==> src/rtl/alu_bitfield_unit.sv <==
// alu_bitfield_unit: two-stage pipelined bitfield engine (MASK / EXTRACT / INSERT / CLEAR).
// A field of (size + 1) bits starting at bit 'offset' is built as a mask and then applied
// to the operand. Valid/ready handshakes on both sides let the unit stall on its own.
// Optional build macro ALU_BITFIELD_SEXT_EN adds a 'sext' input that makes EXTRACT
// sign-extend the extracted field.
module alu_bitfield_unit #(
    parameter int unsigned WIDTH = 32,
    localparam int unsigned SW   = $clog2(WIDTH)
) (
    input  logic             clk,
    input  logic             rst_n,
    input  logic             in_valid,
    output logic             in_ready,
    input  logic [1:0]       op,
    input  logic [SW-1:0]    size,
    input  logic [SW-1:0]    offset,
    input  logic [WIDTH-1:0] src,
    input  logic [WIDTH-1:0] ins,
`ifdef ALU_BITFIELD_SEXT_EN
    input  logic             sext,
`endif
    output logic             out_valid,
    input  logic             out_ready,
    output logic [WIDTH-1:0] result,
    output logic             overflow
);

    localparam logic [1:0] OpMask    = 2'b00;
    localparam logic [1:0] OpExtract = 2'b01;
    localparam logic [1:0] OpInsert  = 2'b10;
    localparam logic [1:0] OpClear   = 2'b11;

    // (1 << (sz + 1)) - 1 in WIDTH+1 bits, so sz = WIDTH-1 yields all ones without wrapping.
    function automatic logic [WIDTH-1:0] low_ones(input logic [SW-1:0] sz);
        logic [WIDTH:0] b;
        b = ((WIDTH+1)'(1) << ({1'b0, sz} + (SW+1)'(1))) - (WIDTH+1)'(1);
        return b[WIDTH-1:0];
    endfunction

    // Stage 1 state
    logic             s1_valid;
    logic [1:0]       s1_op;
    logic [SW-1:0]    s1_size;
    logic [SW-1:0]    s1_offset;
    logic [WIDTH-1:0] s1_src;
    logic [WIDTH-1:0] s1_ins;
    logic [WIDTH-1:0] s1_fmask;
`ifdef ALU_BITFIELD_SEXT_EN
    logic             s1_sext;
`endif

    // Stage 2 state
    logic             s2_valid;

    logic             s1_adv;
    logic             s2_adv;
    logic [WIDTH-1:0] in_fmask;
    logic [WIDTH-1:0] shifted;
    logic [WIDTH-1:0] s1_base;
    logic [WIDTH-1:0] result_d;
    logic             overflow_d;

    assign s2_adv    = !s2_valid || out_ready;
    assign s1_adv    = !s1_valid || s2_adv;
    assign in_ready  = s1_adv;
    assign out_valid = s2_valid;

    // Field mask for the incoming request; bits past WIDTH-1 fall off in the truncation.
    always_comb begin
        in_fmask = low_ones(size) << offset;
    end

    // Stage 1 register: capture the request and its mask when the stage can move.
    always_ff @(posedge clk or negedge rst_n) begin
        if (!rst_n) begin
            s1_valid  <= 1'b0;
            s1_op     <= 2'b00;
            s1_size   <= '0;
            s1_offset <= '0;
            s1_src    <= '0;
            s1_ins    <= '0;
            s1_fmask  <= '0;
`ifdef ALU_BITFIELD_SEXT_EN
            s1_sext   <= 1'b0;
`endif
        end else if (s1_adv) begin
            s1_valid <= in_valid;
            if (in_valid) begin
                s1_op     <= op;
                s1_size   <= size;
                s1_offset <= offset;
                s1_src    <= src;
                s1_ins    <= ins;
                s1_fmask  <= in_fmask;
`ifdef ALU_BITFIELD_SEXT_EN
                s1_sext   <= sext;
`endif
            end
        end
    end

    // Apply the registered mask according to the operation and flag truncation.
    always_comb begin
        shifted    = s1_src >> s1_offset;
        s1_base    = low_ones(s1_size);
        overflow_d = ({1'b0, s1_offset} + {1'b0, s1_size}) >= (SW+1)'(WIDTH);
        result_d   = s1_fmask;
        case (s1_op)
            OpMask:    result_d = s1_fmask;
            OpExtract: begin
                result_d = shifted & s1_base;
`ifdef ALU_BITFIELD_SEXT_EN
                // A truncated field reads 0 in its top bit, so it never sign-extends.
                if (s1_sext && shifted[s1_size]) begin
                    result_d = result_d | ~s1_base;
                end
`endif
            end
            OpInsert:  result_d = (s1_src & ~s1_fmask) | ((s1_ins << s1_offset) & s1_fmask);
            OpClear:   result_d = s1_src & ~s1_fmask;
            default:   result_d = s1_fmask;
        endcase
    end

    // Stage 2 register: result payload holds while the output is stalled.
    always_ff @(posedge clk or negedge rst_n) begin
        if (!rst_n) begin
            s2_valid <= 1'b0;
            result   <= '0;
            overflow <= 1'b0;
        end else if (s2_adv) begin
            s2_valid <= s1_valid;
            if (s1_valid) begin
                result   <= result_d;
                overflow <= overflow_d;
            end
        end
    end

endmodule
==> config.mk <==
export PLATFORM = sky130hd
export DESIGN_NAME = alu_bitfield_unit
export DESIGN_NICKNAME = d
export VERILOG_FILES = /design/src/rtl/alu_bitfield_unit.sv
export SDC_FILE = /design/constraint.sdc
export NUM_CORES = 1
export LEC_CHECK = 0
export CELL_PAD_IN_SITES_DETAIL_PLACEMENT = 1
export CELL_PAD_IN_SITES_GLOBAL_PLACEMENT = 2
export CORE_MARGIN = 3
export CORE_UTILIZATION = 30
export CTS_BUF_LIST = sky130_fd_sc_hd__clkbuf_16
export DETAILED_ROUTE_END_ITERATION = 8
export MAX_ROUTING_LAYER = met4
export PLACE_DENSITY_LB_ADDON = 0.15
export RECOVER_POWER = 25
export SLEW_MARGIN = 30
export SYNTH_ARGS = -nofsm -noshare
export SYNTH_HDL_FRONTEND = slang
export SYNTH_SLANG_ARGS = --single-unit
==> constraint.sdc <==
create_clock -name clk -period 5.21 [get_ports clk]
set_input_delay 1.042 -clock clk [delete_from_list [all_inputs] [get_ports clk]]
set_output_delay 1.042 -clock clk [all_outputs]
set_load 0.01 [all_outputs]
# Yosys cells after proc, flatten, opt, wreduce, memory -nomap -nowiden
# Index checks and enable logic that the tools add are counted.
word_totals:
  reg_bits: 143
  inputBits: 80
  elab_cells: 37
op_classes:
  order_cmp: 1
  n_eq_ne: 3
  n_shift: 5
  n_mux: 1
  reduce_logical: 7
  bitwise: 5
  addsub: 5
op_table:
  columns: ["cell", "count"]
  rows:
  - ["$pmux 32 s4", 1]
  - ["$and 32x32->32", 3]
  - ["$shl 1x6->32 const A", 2]
  - ["$shl 32x5->32", 2]
  - ["$sub 32x2->32 const B", 2]
  - ["$not 32->32", 1]
  - ["$or 32x32->32", 1]
  - ["$shr 32x5->32", 1]
  - ["$add 5x1->6 const B", 2]
  - ["$add 5x5->6", 1]
  - ["$ge 6x6->1 const B", 1]
  - ["$eq 2x2->1 const B", 2]
  - ["$reduce_and 2->1", 2]
  - ["$eq 2x1->1 const B", 1]
  - ["$logic_not 1->1", 2]
  - ["$logic_not 2->1", 1]
  - ["$logic_or 1x1->1", 2]

# Depth between registers and ports, before layout
depth:
  ltp_word: 5
  mapped_depth: 15
  ltp_nobuf: 11

# Worst setup path after synthesis
# OpenSTA, ideal clock, no wires.
synth_path:
  kind: "input port to flip-flop"
  from: "input size[4]"
  to: "register s1_fmask[31]"
  path_slack_ns: 1.743
  arrival_time_ns: 3.380
  t_required_ns: 5.123
  cell_stages: 13
  setup_ns: 0.087
  path_cell_list: "buf_2 > nor3_1 > nand2_1 > ha_1 > buf_2 > buf_2 > clkbuf_1 > or4_1 > a32oi_1 > nor2_1 > a211oi_1 > o22ai_1 > a211oi_2"
synth_via:
  elab_chain_cells: 4
synth_rtl:
  columns: ["element", "line", "source"]
  rows:
  - ["start, declared", "15", "input logic [SW-1:0] size,"]
  - ["$add 5x1->6", "36", "b = ((WIDTH+1)'(1) << ({1'b0, sz} + (SW+1)'(1))) - (WIDTH+1)'(1);"]
  - ["$shl 1x6->32", "36", null]
  - ["$sub 32x2->32", "36", null]
  - ["$shl 32x5->32", "70", "in_fmask = low_ones(size) << offset;"]
  - ["end signal, assigned", "94", "s1_fmask <= in_fmask;"]
  - ["end, declared", "47", "logic [WIDTH-1:0] s1_fmask;"]
# Every way passes these cells.
# A chain may end at the register's enable or synchronous reset.

# Worst setup path in the final report
layout_path:
  from: "input size[2]"
  to: "register s1_fmask[22]"
# Same word-level chain as after synthesis.

==> results <==
- The flow ran to the end, but the final reports show violations.
- The final reports fail on capacitance limit, slew limit.
- The number of clock buffers added by TritonCTS is 17.
- The placement row count is 74.
- The number of gates resized after CTS was 0.
- The met2 capacity usage during global routing is a little over a third.
- After global routing, the most crowded layer is met1.
- From left edge to right edge, the die measures 212 µm.
- The first routing iteration left approximately 1300 violations.
- The buffer cell driving the clock tree root is clkbuf_16.
- Counting flops with an async set or reset pin after synthesis yields a share of 100%.
- In this run the remaining antenna-violating nets after routing total 0.
- Derived from the worst setup path, the maximum achievable clock frequency is approximately 0.25 GHz.
- Of all nets on the critical path, the largest fanout is 29.
- Clock tree synthesis found a total of about 140 sinks.
- The buffer count from post-CTS setup fixing is 0.
- The maximum buffer depth of the clock tree is 2.
- The endpoint class of the critical path is a register.
- The total count of max-transition violations in the final report came to about 80.
- The first global-routing pass estimated 88100 µm of wire.
- The number of hold buffers added after CTS is 0.
- The number of distinct standard cells referenced by the synthesized netlist is 88.
- For this block, the routed nets add up to between 50000 and 60000 µm of wire.
- The minimum hold slack is about 0.48 ns.
- After synthesis the netlist holds a flip-flop and latch count of ~140.
- Dividing the final minimum period by the clock period gives about three quarters.
- In this run the power density over the cells is approximately 340 mW/mm².
- By area, the combinational part of the netlist is dominated by simple AND/OR/NAND/NOR gates.
- The number of inserted filler cells in the final layout is around 4900.
- The clock input transition at the sequential cells of the worst setup and hold paths is roughly 0.070 ns.
- Entering global routing, the biggest net connects just over 80 pins.
- The initial antenna violation count is 1.
- After routing, the total negative slack on setup checks comes to 0 ns.
- The tightest min-delay check is of the register to register type.
- Of the synthesized area, sequential elements account for 28.2%.
- The endpoint of the worst hold path is result[10].
- The number of hold violations in the final report is 0.
- The worst register-to-register path begins at s1_size[3].
- The setup path with the least slack is of type input pin to register.
- For this run, the total global-route usage over all layers was measured as between 20% and 30%.
- The final route contains 13100 vias.
- The worst-case IR drop observed on VDD is 0.170 mV.
- The max-capacitance violation count is 1.
- Leaving out fill and tap cells, the most frequent cells in the layout are 384 x nand2_1, 139 x dfrtp_1, 111 x clkdlybuf4s50_1, 109 x o21ai_0, 105 x nor2_1.
- Setup repair after global routing left no endpoint under its margin.
- Leaving out fill and tap cells, the most frequent cell in the layout is nand2_1.
- In the global route stage, met3 resource usage came out at under 10%.
- In the synthesized netlist the dominant register cell turns out to be dfrtp_1.
- The floorplan step defined a die boundary enclosing ~0.045 mm².
- The relative slew slack is -46.5%.
- The fraction of final layout cells sized beyond drive strength 1 is between 10% and 20%.
- The TritonCTS clock tree is built.
- Summing the areas of all and, or, nand and nor instances in the mapped netlist gives around 24% of the synthesized area.
- The average footprint of a synthesized cell is approximately 8 µm².
- The HPWL after detailed placement is between 40000 and 50000 µm.
- The sort of element at the start of the critical path is an input pin.
- The effective utilization at floorplan is between 30 and 40%.
- In this run the register-to-register setup slack is about 1.5 ns.
- The synthesized netlist occupies a cell area of roughly 0.013 mm².
- The die boundary height is about 210 µm.
- The net count reported at finish is 1698.
- The area growth from synthesis to layout is 16.0%.
- After detailed routing, the number of vias per cell comes to roughly 6.1.
- The first detailed-routing pass ran for 7 iterations.
- The number of global-route vias before repair is approximately 13000.
- The synthesized netlist devotes about 22% of its cell area to compound gates.
- The clock tree synthesis step divided the H-tree into 4 levels.
- The count of cells along the worst hold path is 2.
- The I/O pin count is roughly 120.
- The core region is ~0.041 mm².
- The port buffer count is ~110.
- The worst path in the final design needs a cycle of 3.98 ns, including I/O delays and setup.
- Setup violations remaining at the end of the flow were counted as 0.
- The worst endpoint required time is ~5.5 ns.
- At the later pin of the worst-skew pair, clock insertion delay measures between 0.4 and 0.5 ns.
- The register area is between 0.003 and 0.004 mm².
- The number of design rule violations left after detail routing is 0.
- For the worst setup path, the data arrival time is 4.30 ns.
- The static leakage power is between 5 and 6 nW.
- The xor/xnor cell area share of the yosys netlist is less than 1%.
- For the pin with the worst max-slew slack, the measured transition is about 2.2 ns.
- The number of flops mapped to enable cells by yosys is 0.
- The Yosys step of the flow raised 0 warnings.
- The capture instance of the worst register-to-register path is result[20].
- The post-synthesis mux area share is 18.1%.
- The multi-input combinational cells in the finished layout cover a total of between 0.008 and 0.009 mm².
- In the synthesized netlist, the number of instances is between 1500 and 2000.
- For the final database, setup skew stands at between 0.01 and 0.015 ns.
- The adder and majority gate portion of the synthesized area is 0.690%.
- After detailed routing, the average wire length per cell comes to ~27 µm.
- The end-of-flow core utilization is 35.6%.
- At the end of routability-driven placement, the weighted congestion stood at approximately 1.
- The met1 layer usage reported by global route is between 40 and 50%.
- The total overflow left after global routing is 0.
- The logic depth of the worst register-to-register path is 11.
- The startpoint of the worst hold path is result[10].
-- per-layer routing --
metal	part of all wire (%)	vias to the layer above
met2	41	510
met1	50	6620
met4	3.1	0
met5	0	-
met3	6.1	68
li1	-	5891
-- synth_stat cells (5+ instances only) --
master     instances  area share [%]
o22ai_1           19            0.94
a21oi_1           80             3.2
a2bb2oi_1          6            0.41
buf_4             13            0.77
a221oi_1           5            0.35
nor3b_1            5            0.30
mux2_2            19             1.7
a22o_1             8            0.55
mux4_2            64              11
o2111ai_1          9            0.62
a22oi_1            9            0.53
ha_1               7            0.69
a31oi_1           37             1.8
nor2_1           105             3.1
nor3_1            43             1.7
mux2i_1           62             4.9
nor2b_1           15            0.74
o2bb2ai_1          6            0.41
nand3_1           28             1.1
nand2_1          385              11
inv_1             10            0.30
nand2b_1          15            0.74
a211oi_1          17             1.0
buf_2             29             1.1
a311oi_1           7            0.48
and3_1            12            0.59
o221ai_1          13            0.90
nand4_1           11            0.54
o211ai_1          22             1.3
o32ai_1            6            0.41
or3_1             16            0.79
a21o_1             5            0.30
or2_2              7            0.35
buf_1             11            0.33
and2_1            14            0.69
clkbuf_1          87             2.6
o21ai_1           15            0.59
nor4_1             5            0.25
buf_6              8            0.71
o21ai_0          109             4.3
a32oi_1            8            0.55
dfrtp_1          143              28
-- state kept, by name (all words and copies together), names as in the netlist --
register	cells
overflow	1
s1_offset	5
result	32
out_valid	1
s1_size	5
s1_ins	32
s1_op	2
s1_fmask	32
s1_src	32
s1_valid	1
-- critical path, cell delays in order --
cell and delay, ns:
clkdlybuf4s50_1 0.42, nor3_1 0.41, nand2_1 0.11, ha_1 0.23, buf_4 0.23, and2_1 0.29, nor3b_1 0.18, a31oi_1 0.16
o41ai_1 0.17, a311oi_1 0.54, mux2i_1 0.16, a221o_1 0.35
-- through the flow --
stage	worst slack, ns	total power [mW]	cells	instance area [µm²]
2_1_floorplan	1.74	2.78	1586	12700
3_3_place_gp	0.845	3.67	2124	14100
3_5_place_dp	0.813	3.69	2124	14100
4_1_cts	1.29	4.98	2155	14700
5_1_grt	1.02	5.25	2156	14700
6_report	1.23	4.97	2156	14700
-- cells by family after synthesis --
family	after synthesis
buffers and inverters	165
XOR/XNOR	4
flip-flops	143
multiplexers	146
other	1
AO/OA/AOI/OAI	428
adder cells (fa/ha/maj)	7
AND/OR/NAND/NOR	691
-- where the power goes --
group | switching [mW] | leakage, nW | internal [mW]
logic | 1.21 | 3.78 | 0.853
clock network | 0.548 | 0.282 | 0.712
registers | 0.347 | 1.74 | 1.30
-- worst max path at each step --
stage	to	from	slack (ns)
floorplan	s1_fmask[31]	size[4]	1.74
global placement	s1_fmask[22]	size[2]	0.85
detailed placement	s1_fmask[22]	size[2]	0.81
CTS	s1_fmask[22]	size[2]	1.29
global route	s1_fmask[22]	size[2]	1.02
finish	s1_fmask[22]	size[2]	1.23
-- area by class of cell --
type / instances / share of cell area, %
inverter: 16 / 0.408
clock inverter: 14 / 1.05
antenna: 1 / 0.0170
clock buffer: 17 / 2.89
sequential: 143 / 24.4
tap: 532 / 4.52
timing repair buffer: 155 / 9.95
multi-input combinational: 1278 / 56.8
Power figures use the tool's default switching activity.
